$ cat config.mk
export PLATFORM = sky130hd
export DESIGN_NAME = up3_control
export DESIGN_NICKNAME = d
export VERILOG_FILES = /design/src/rtl/up3_control.sv
export SDC_FILE = /design/constraint.sdc
export NUM_CORES = 1
export LEC_CHECK = 0
export ABC_AREA = 1
export CAP_MARGIN = 5
export CORE_AREA = 2 2 39 41
export DETAILED_ROUTE_END_ITERATION = 6
export DIE_AREA = 0 0 41 43
export PLACE_DENSITY = 0.75
export SLEW_MARGIN = 30
export SYNTH_ARGS = -nofsm -noshare
export SYNTH_HDL_FRONTEND = slang
export SYNTH_SLANG_ARGS = --single-unit
$ cat constraint.sdc
create_clock -name clk -period 2.3 [get_ports clk]
set_clock_uncertainty 0.2 [all_clocks]
set_input_delay 0.46 -clock clk [delete_from_list [all_inputs] [get_ports clk]]
set_output_delay 0.46 -clock clk [all_outputs]
set_load 0.005 [all_outputs]
$ cat src/rtl/up3_control.sv
// Fetch/decode/execute sequencer for the up3 datapath: two-byte instructions, 6 cycles each.
// Outputs are decoded from the state register; the only input-dependent output is load_pc in EX_JNEG.
module up3_control (
  input  logic       clk,
  input  logic       reset,
  input  logic       run,
  input  logic [7:0] opcode,
  input  logic       ac_neg,
  output logic       store_mem,
  output logic       fetch,
  output logic       load_pc,
  output logic       incr_pc,
  output logic       load_iru,
  output logic       load_irl,
  output logic       load_ac,
  output logic [1:0] alu_op,
  output logic [3:0] state,
  output logic       instr_done,
  output logic       halted
);

  localparam logic [7:0] OP_ADD   = 8'h00;
  localparam logic [7:0] OP_STORE = 8'h01;
  localparam logic [7:0] OP_LOAD  = 8'h02;
  localparam logic [7:0] OP_JUMP  = 8'h03;
  localparam logic [7:0] OP_JNEG  = 8'h04;
  localparam logic [7:0] OP_HALT  = 8'hFF;

  typedef enum logic [3:0] {
    S_IDLE     = 4'd0,
    S_FH_A     = 4'd1,
    S_FH_L     = 4'd2,
    S_FL_A     = 4'd3,
    S_FL_L     = 4'd4,
    S_DECODE   = 4'd5,
    S_EX_ADD   = 4'd6,
    S_EX_LOAD  = 4'd7,
    S_EX_STORE = 4'd8,
    S_EX_JUMP  = 4'd9,
    S_EX_JNEG  = 4'd10,
    S_EX_NOP   = 4'd11,
    S_HALT     = 4'd12
  } state_t;

  state_t r_state;
  state_t w_next;
  state_t w_after_ex;

  always_ff @(posedge clk or posedge reset) begin
    if (reset) begin
      r_state <= S_IDLE;
    end else begin
      r_state <= w_next;
    end
  end

  // run is only consulted at instruction boundaries, so a drop mid-instruction lets it finish
  assign w_after_ex = run ? S_FH_A : S_IDLE;

  always_comb begin
    w_next     = r_state;
    store_mem  = 1'b0;
    fetch      = 1'b0;
    load_pc    = 1'b0;
    incr_pc    = 1'b0;
    load_iru   = 1'b0;
    load_irl   = 1'b0;
    load_ac    = 1'b0;
    alu_op     = 2'b00;
    instr_done = 1'b0;
    halted     = 1'b0;
    case (r_state)
      S_IDLE: begin
        if (run) w_next = S_FH_A;
      end
      S_FH_A: begin
        fetch  = 1'b1;
        w_next = S_FH_L;
      end
      S_FH_L: begin
        fetch    = 1'b1;
        load_iru = 1'b1;
        incr_pc  = 1'b1;
        w_next   = S_FL_A;
      end
      S_FL_A: begin
        fetch  = 1'b1;
        w_next = S_FL_L;
      end
      S_FL_L: begin
        fetch    = 1'b1;
        load_irl = 1'b1;
        incr_pc  = 1'b1;
        w_next   = S_DECODE;
      end
      S_DECODE: begin
        // fetch stays low here so the operand address reaches memory one cycle ahead of execute
        case (opcode)
          OP_ADD:   w_next = S_EX_ADD;
          OP_STORE: w_next = S_EX_STORE;
          OP_LOAD:  w_next = S_EX_LOAD;
          OP_JUMP:  w_next = S_EX_JUMP;
          OP_JNEG:  w_next = S_EX_JNEG;
          OP_HALT:  w_next = S_HALT;
          default:  w_next = S_EX_NOP;
        endcase
      end
      S_EX_ADD: begin
        load_ac    = 1'b1;
        alu_op     = 2'b01;
        instr_done = 1'b1;
        w_next     = w_after_ex;
      end
      S_EX_LOAD: begin
        load_ac    = 1'b1;
        alu_op     = 2'b00;
        instr_done = 1'b1;
        w_next     = w_after_ex;
      end
      S_EX_STORE: begin
        store_mem  = 1'b1;
        instr_done = 1'b1;
        w_next     = w_after_ex;
      end
      S_EX_JUMP: begin
        load_pc    = 1'b1;
        instr_done = 1'b1;
        w_next     = w_after_ex;
      end
      S_EX_JNEG: begin
        load_pc    = ac_neg;
        instr_done = 1'b1;
        w_next     = w_after_ex;
      end
      S_EX_NOP: begin
        instr_done = 1'b1;
        w_next     = w_after_ex;
      end
      S_HALT: begin
        halted = 1'b1;
      end
      default: begin
        w_next = S_IDLE;
      end
    endcase
  end

  assign state = r_state;

endmodule
==> results of run 1 <==
## metal layers
layer / global-route usage, % / vias up / routed length (um)
met1: 13.6 / 258 / 423
met3: 1.57 / 2 / 81
li1: - / 318 / -
met4: 4.00 / 0 / 15
met2: 30.0 / 26 / 644
met5: 0 / - / 0
## cell type report
cell class                      instances  area [um^2]  area share (%)
Multi-Input combinational cell         58          300            37.0
Timing Repair Buffer                   29          284            35.0
Clock buffer                            3         22.5            2.78
Tap cell                               16         20.0            2.47
Sequential cell                         4          105            13.0
Inverter                               21         78.8            9.72
## cell usage after synthesis (all sizes together)
library cell | count | area [um^2]
nand2 | 24 | 90.1
inv | 21 | 78.8
nor2 | 18 | 95.1
nand3 | 5 | 25.0
dfrtp | 4 | 100
a21oi | 3 | 18.8
o21ai | 2 | 10.0
a211oi | 1 | 7.51
a31oi | 1 | 6.26
buf | 1 | 7.51
conb | 1 | 3.75
nand4 | 1 | 6.26
nor3 | 1 | 10.0
o31ai | 1 | 7.51
## final timing paths
kind / start / endpoint / depth (start not counted) / slack (ns)
setup / recovery: state[3]$_DFFE_PP0P_ / incr_pc / 6 / 0.04
hold / removal: reset / state[2]$_DFFE_PP0P_ / 2 / 0.21
setup reg to reg: state[0]$_DFFE_PP0P_ / state[0]$_DFFE_PP0P_ / 6 / 0.98
hold reg to reg: state[2]$_DFFE_PP0P_ / state[1]$_DFFE_PP0P_ / 3 / 0.46
max in group asynchronous: reset / state[0]$_DFFE_PP0P_ / 2 / 1.53
min in group clk: state[2]$_DFFE_PP0P_ / state[1]$_DFFE_PP0P_ / 3 / 0.46
## cells in the final DEF (no fill, tap or decap)
master           count
nand2_1             24
clkdlybuf4s50_1     22
inv_1               14
nor2_1               9
inv_2                7
nand3_1              5
nor2_4               5
nor2_2               4
buf_4                4
dfrtp_2              4
clkbuf_4             3
a21oi_1              2
o21ai_0              2
dlymetal6s2s_1       2
nor3_2               1
a211oi_1             1
o31ai_1              1
a21oi_2              1
nand4_1              1
a31oi_1              1
conb_1               1
dlygate4sd2_1        1
## stage by stage
stage / total power, mW / worst slack [ns] / TNS, ns / hold slack (ns) / cell area (um^2)
6_report: 0.746 / 0.0363 / 0 / 0.212 / 811
3_3_place_gp: 0.617 / 0.0577 / 0 / 0.447 / 744
4_1_cts: 0.729 / 0.00724 / 0 / 0.209 / 792
3_5_place_dp: 0.620 / 0.0130 / 0 / 0.456 / 744
2_1_floorplan: 0.372 / 0.706 / 0 / 0.0261 / 467
5_1_grt: 0.819 / -0.0344 / -0.0344 / 0.239 / 811
## kinds of logic (layout without fill, tap and decap cells)
family          count (synthesis)  after routing
simple gates                   49             49
buf+inv                        22             53
compound gates                  8              8
flops                           4              4
other cells                     1              1
## power by group through the flow
stage | registers, mW | logic [mW] | clock network (mW)
2_1_floorplan | 0.142 | 0.230 | 0
3_3_place_gp | 0.137 | 0.480 | 0
3_5_place_dp | 0.138 | 0.483 | 0
4_1_cts | 0.143 | 0.498 | 0.0877
5_1_grt | 0.157 | 0.569 | 0.0922
6_report | 0.153 | 0.509 | 0.0846
## timing repair
item / in CTS / in global routing
resized for setup: 7 / 8
pin swaps: 0 / 1
setup buffers: 1 / 1
endpoints found under the setup margin: 2 / 5
## critical path: stages (launching register included)
cell	delay, ns
dfrtp_2	0.45
nor2_4	0.14
inv_2	0.08
nor2_4	0.11
nor2_2	0.05
inv_1	0.04
clkdlybuf4s50_1	0.49
==> results.md, run 1 <==
* Status: complete, no violations
* Distinct cells, synth at 18
* GRT Util Overall at 14.8%
* Final setup fails at 0
* Clock buffer depth at 2
* Synth Area in Simple Gates at 48.5%
* First-pass GRT wire length at 1850 um
* Root Buffer: clkbuf_4
* Critical path type: reg2out
* Synth Area in Adders at 0%
* Diodes inserted at 0
* Number of flip-flops under the largest register name at 4
* DRC at 0
* Startpoint Class: flop
* Peak supply drop at approximately 0.00037 V
* Fin crit share at 98.4%
* Combinational Power Share at 68.2%
* CTS buffer count at 3
* Vias in the first global route at between 500 and 600
* Hold Buf Count CTS at 0
* Pin count of the biggest net entering global routing at 7
* Largest family of logic cells by synthesized area: simple AND/OR/NAND/NOR gates
* RSZ-0062 raised after global routing: yes
* Via/cell ratio at 4.61
* Layout cells sized above 1 at 25.2%
* Top Ports at 27
* Type of the worst min-delay path: in2async
* Routability cong. at 0.724
* Site Rows at 14
* Crit path DAT at 1.60 ns
* Switching share of power at 42.5%
* First drt pass iteration count at 4
* Crit path max fanout at 5
* Antenna Nets Post-Route at 0
* Final non-filler cell total at 131
* Clock transition at the registers of the reported paths at 0.04 ns
* Later-pin clock latency in the skew report at 0.23 ns
* Mapped cell area at 467 um^2
* Avg Synthesized Cell Area at 5.56 um^2
* Number of port buffers at 25
* Worst Path Required at roughly 1.6 ns
* Final Util at roughly three fifths
* CTS tree: built
* Synth Net Count at 96
* DRT iter0 DRCs at 14
* Die width at 41 um
* Post-synthesis sequential area ratio at 21.4%
* Grt ovf at 0
* Flop pwr share at 20.5%
* Switching component of the power at around 0.32 mW
* Compound-Gate Fraction of Synth Area at 10.7%
* CP Capture Type: output port
* Fmax at 0.442 GHz
* Internal power at between 0.4 and 0.5 mW
* Hpwl dp at 955 um
* Clock Sink Count at 4
* Max-cap violations at 0
* Layout Area Growth over Synthesis at 73.7%
* Fill cell count at between 100 and 150
* Leakage at 0.426 nW
* Minimum clock period at ~2.3 ns
* Post-Synthesis Cells at 84
* Vias post-DR at 604
* Antenna violations before repair at 0
* Post-synthesis mux area share at 0%
* Seq cells post-synth at 4
* Final hold violations at 0
* Clock power frac at 11.3%
* Die area at between 0.0015 and 0.002 mm^2
* XOR/XNOR Fraction of Synth Area at 0%
* Final nets at 129
* Fin. max-slew vios at 0
* PwrDens at 920 mW/mm^2
* H-tree levels at 1
* Core box area at 0.00138 mm^2
* Ys Warns at 0
* DRT Wirelength at 1170 um
* Wire per inst at 8.89 um
* Starting Density at 33.7%
* Die Span Y at around 43 um
* Placed Cells at about 130
Power figures use the tool's default switching activity.
==> run 2: changes to the inputs <==
- CTS_BUF_LIST: not set -> sky130_fd_sc_hd__clkbuf_16
- GPL_ROUTABILITY_DRIVEN: not set -> 0
- RECOVER_POWER: not set -> 50
==> run 2 against run 1 <==
Hold slack improved by 0.15 ns. Via count increased by 1.2%. First-iteration DRC count decreased by 14%. Worst setup slack improved by 0.090 ns. Total power grew 24%. Critical path depth is 2 lower. Sequential share of layout area is 0.77 points lower. Sequential power is essentially flat. Critical path type unchanged. Critical endpoint is now load_irl. Largest cell class unchanged. Highest routed layer unchanged.
==> results.md, run 2 (synthesized netlist as in run 1, its figures left out) <==
* Antenna Nets Post-Route at 0
* Diodes inserted at 0
* Final Util at between 60% and 70%
* Total Neg Setup Slack at 0 ns
* H-tree levels at 1
* Later-pin clock latency in the skew report at around 0.23 ns
* Die Span Y at 43 um
* RSZ-0062 raised after global routing: no
* Pin count of the biggest net entering global routing at 7
* Layout cells sized above 1 at 24.1%
* Root Buffer: clkbuf_16
* Fin. max-slew vios at 0
* Number of port buffers at 25
* Final hold violations at 0
* CTS buffer count at 3
* Wire per inst at 9.35 um
* Crit path max fanout at 5
* FF-to-FF End: state[0]$_DFFE_PP0P_
* Type of the worst min-delay path: in2async
* DRT iter0 DRCs at 12
* Number of flip-flops under the largest register name at 4
* Final setup fails at 0
* Die width at 41 um
* Clock transition at the registers of the reported paths at 0.03 ns
* First drt pass iteration count at 4
* FF-to-FF setup slack at 0.84 ns
* Fin crit share at between 90% and 100%
* Leakage at 0.450 nW
* DRT Wirelength at 1230 um
* Status: complete, no violations
* GRT Util Overall at 16.9%
* CTS tree: built
* Post-route cell area at 862 um^2
* Startpoint Class: flop
* Peak supply drop at ~0.00047 V
* DRC at 0
* Antenna violations before repair at 0
* Clock buffer depth at 2
* Via/cell ratio at 4.63
* Max-cap violations at 0
* PwrDens at 1070 mW/mm^2
* Core box area at about 0.0014 mm^2
* Fmax at 0.460 GHz
* Critical path type: reg2out
* Commonest cells after routing, fill and taps aside: nand2_1 (24), clkdlybuf4s50_1 (19), inv_1 (14), nor2_1 (9), inv_2 (7)
* Vias post-DR at 611
* Layout Area Growth over Synthesis at 84.7%
* R2r startpoint: state[0]$_DFFE_PP0P_
* Minimum clock period at 2.17 ns
* Die area at between 0.0015 and 0.002 mm^2
* First-pass GRT wire length at about 2000 um
* Site Rows at 14
* Post-Place Cell Area at 744 um^2
* Clock Sink Count at 4
* Crit path DAT at 1.51 ns
* R2R cell count at 6
* Final nets at 130
* Starting Density at 33.7%
* Vias in the first global route at 538
* Grt ovf at 0
* CP Capture Type: output port
* Hpwl dp at 955 um
* Worst Path Required at roughly 1.6 ns
* Most common cell after layout, fill and taps aside: nand2_1
* Top Ports at 27
[run 2: final cells by class]
| type | count | area (um^2) |
|---|---|---|
| clock buffers | 3 | 75.1 |
| fillers | 140 | 522 |
| inverters | 21 | 78.8 |
| multi-input cells | 58 | 292 |
| flip-flops and latches | 4 | 105 |
| well taps | 16 | 20.0 |
| repair buffers | 30 | 292 |
[run 2: through the flow]
stage	cells	total power, mW	hold WS (ns)	worst slack [ns]
final	132	0.926	0.361	0.126
after floorplan	84	0.372	0.0261	0.706
after CTS	130	0.920	0.229	0.0143
after detailed placement	126	0.620	0.456	0.0130
after global routing	132	1.00	0.388	0.0646
after global placement	126	0.617	0.447	0.0577
[run 2: critical path, stage by stage, from the launching register on]
cell             delay [ns]
dfrtp_2                0.45
nor2_4                 0.13
inv_2                  0.07
nor2_4                 0.11
clkdlybuf4s50_1        0.52
[run 2: worst max path at each step]
stage | startpoint | end | slack [ns]
after floorplan | state[0]$_DFFE_PP0P_ | fetch | 0.71
after global placement | ac_neg | load_pc | 0.06
after detailed placement | ac_neg | load_pc | 0.01
after CTS | state[3]$_DFFE_PP0P_ | incr_pc | 0.01
after global routing | state[3]$_DFFE_PP0P_ | load_iru | 0.06
final | state[3]$_DFFE_PP0P_ | load_irl | 0.13
[run 2: repair_timing]
action | 4_1_cts | 5_1_grt
gates resized for setup | 7 | 9
setup endpoints to repair | 2 | 5
hold buffers | 0 | 0
setup buffers | 1 | 2
pin swaps | 0 | 1
endpoints found under the hold margin | 0 | 0
[run 2: report_power, final]
part	internal, mW	switching, mW
Clock	0.222	0.0505
Sequential	0.105	0.0462
Combinational	0.264	0.239
[run 2: per-layer routing]
| layer | vias up | track usage, % | wire [um] |
|---|---|---|---|
| li1 | 320 | - | - |
| met1 | 257 | 13.3 | 430 |
| met2 | 29 | 31.3 | 659 |
| met3 | 5 | 4.19 | 100 |
| met4 | 0 | 12.7 | 42 |
| met5 | - | 0 | 0 |
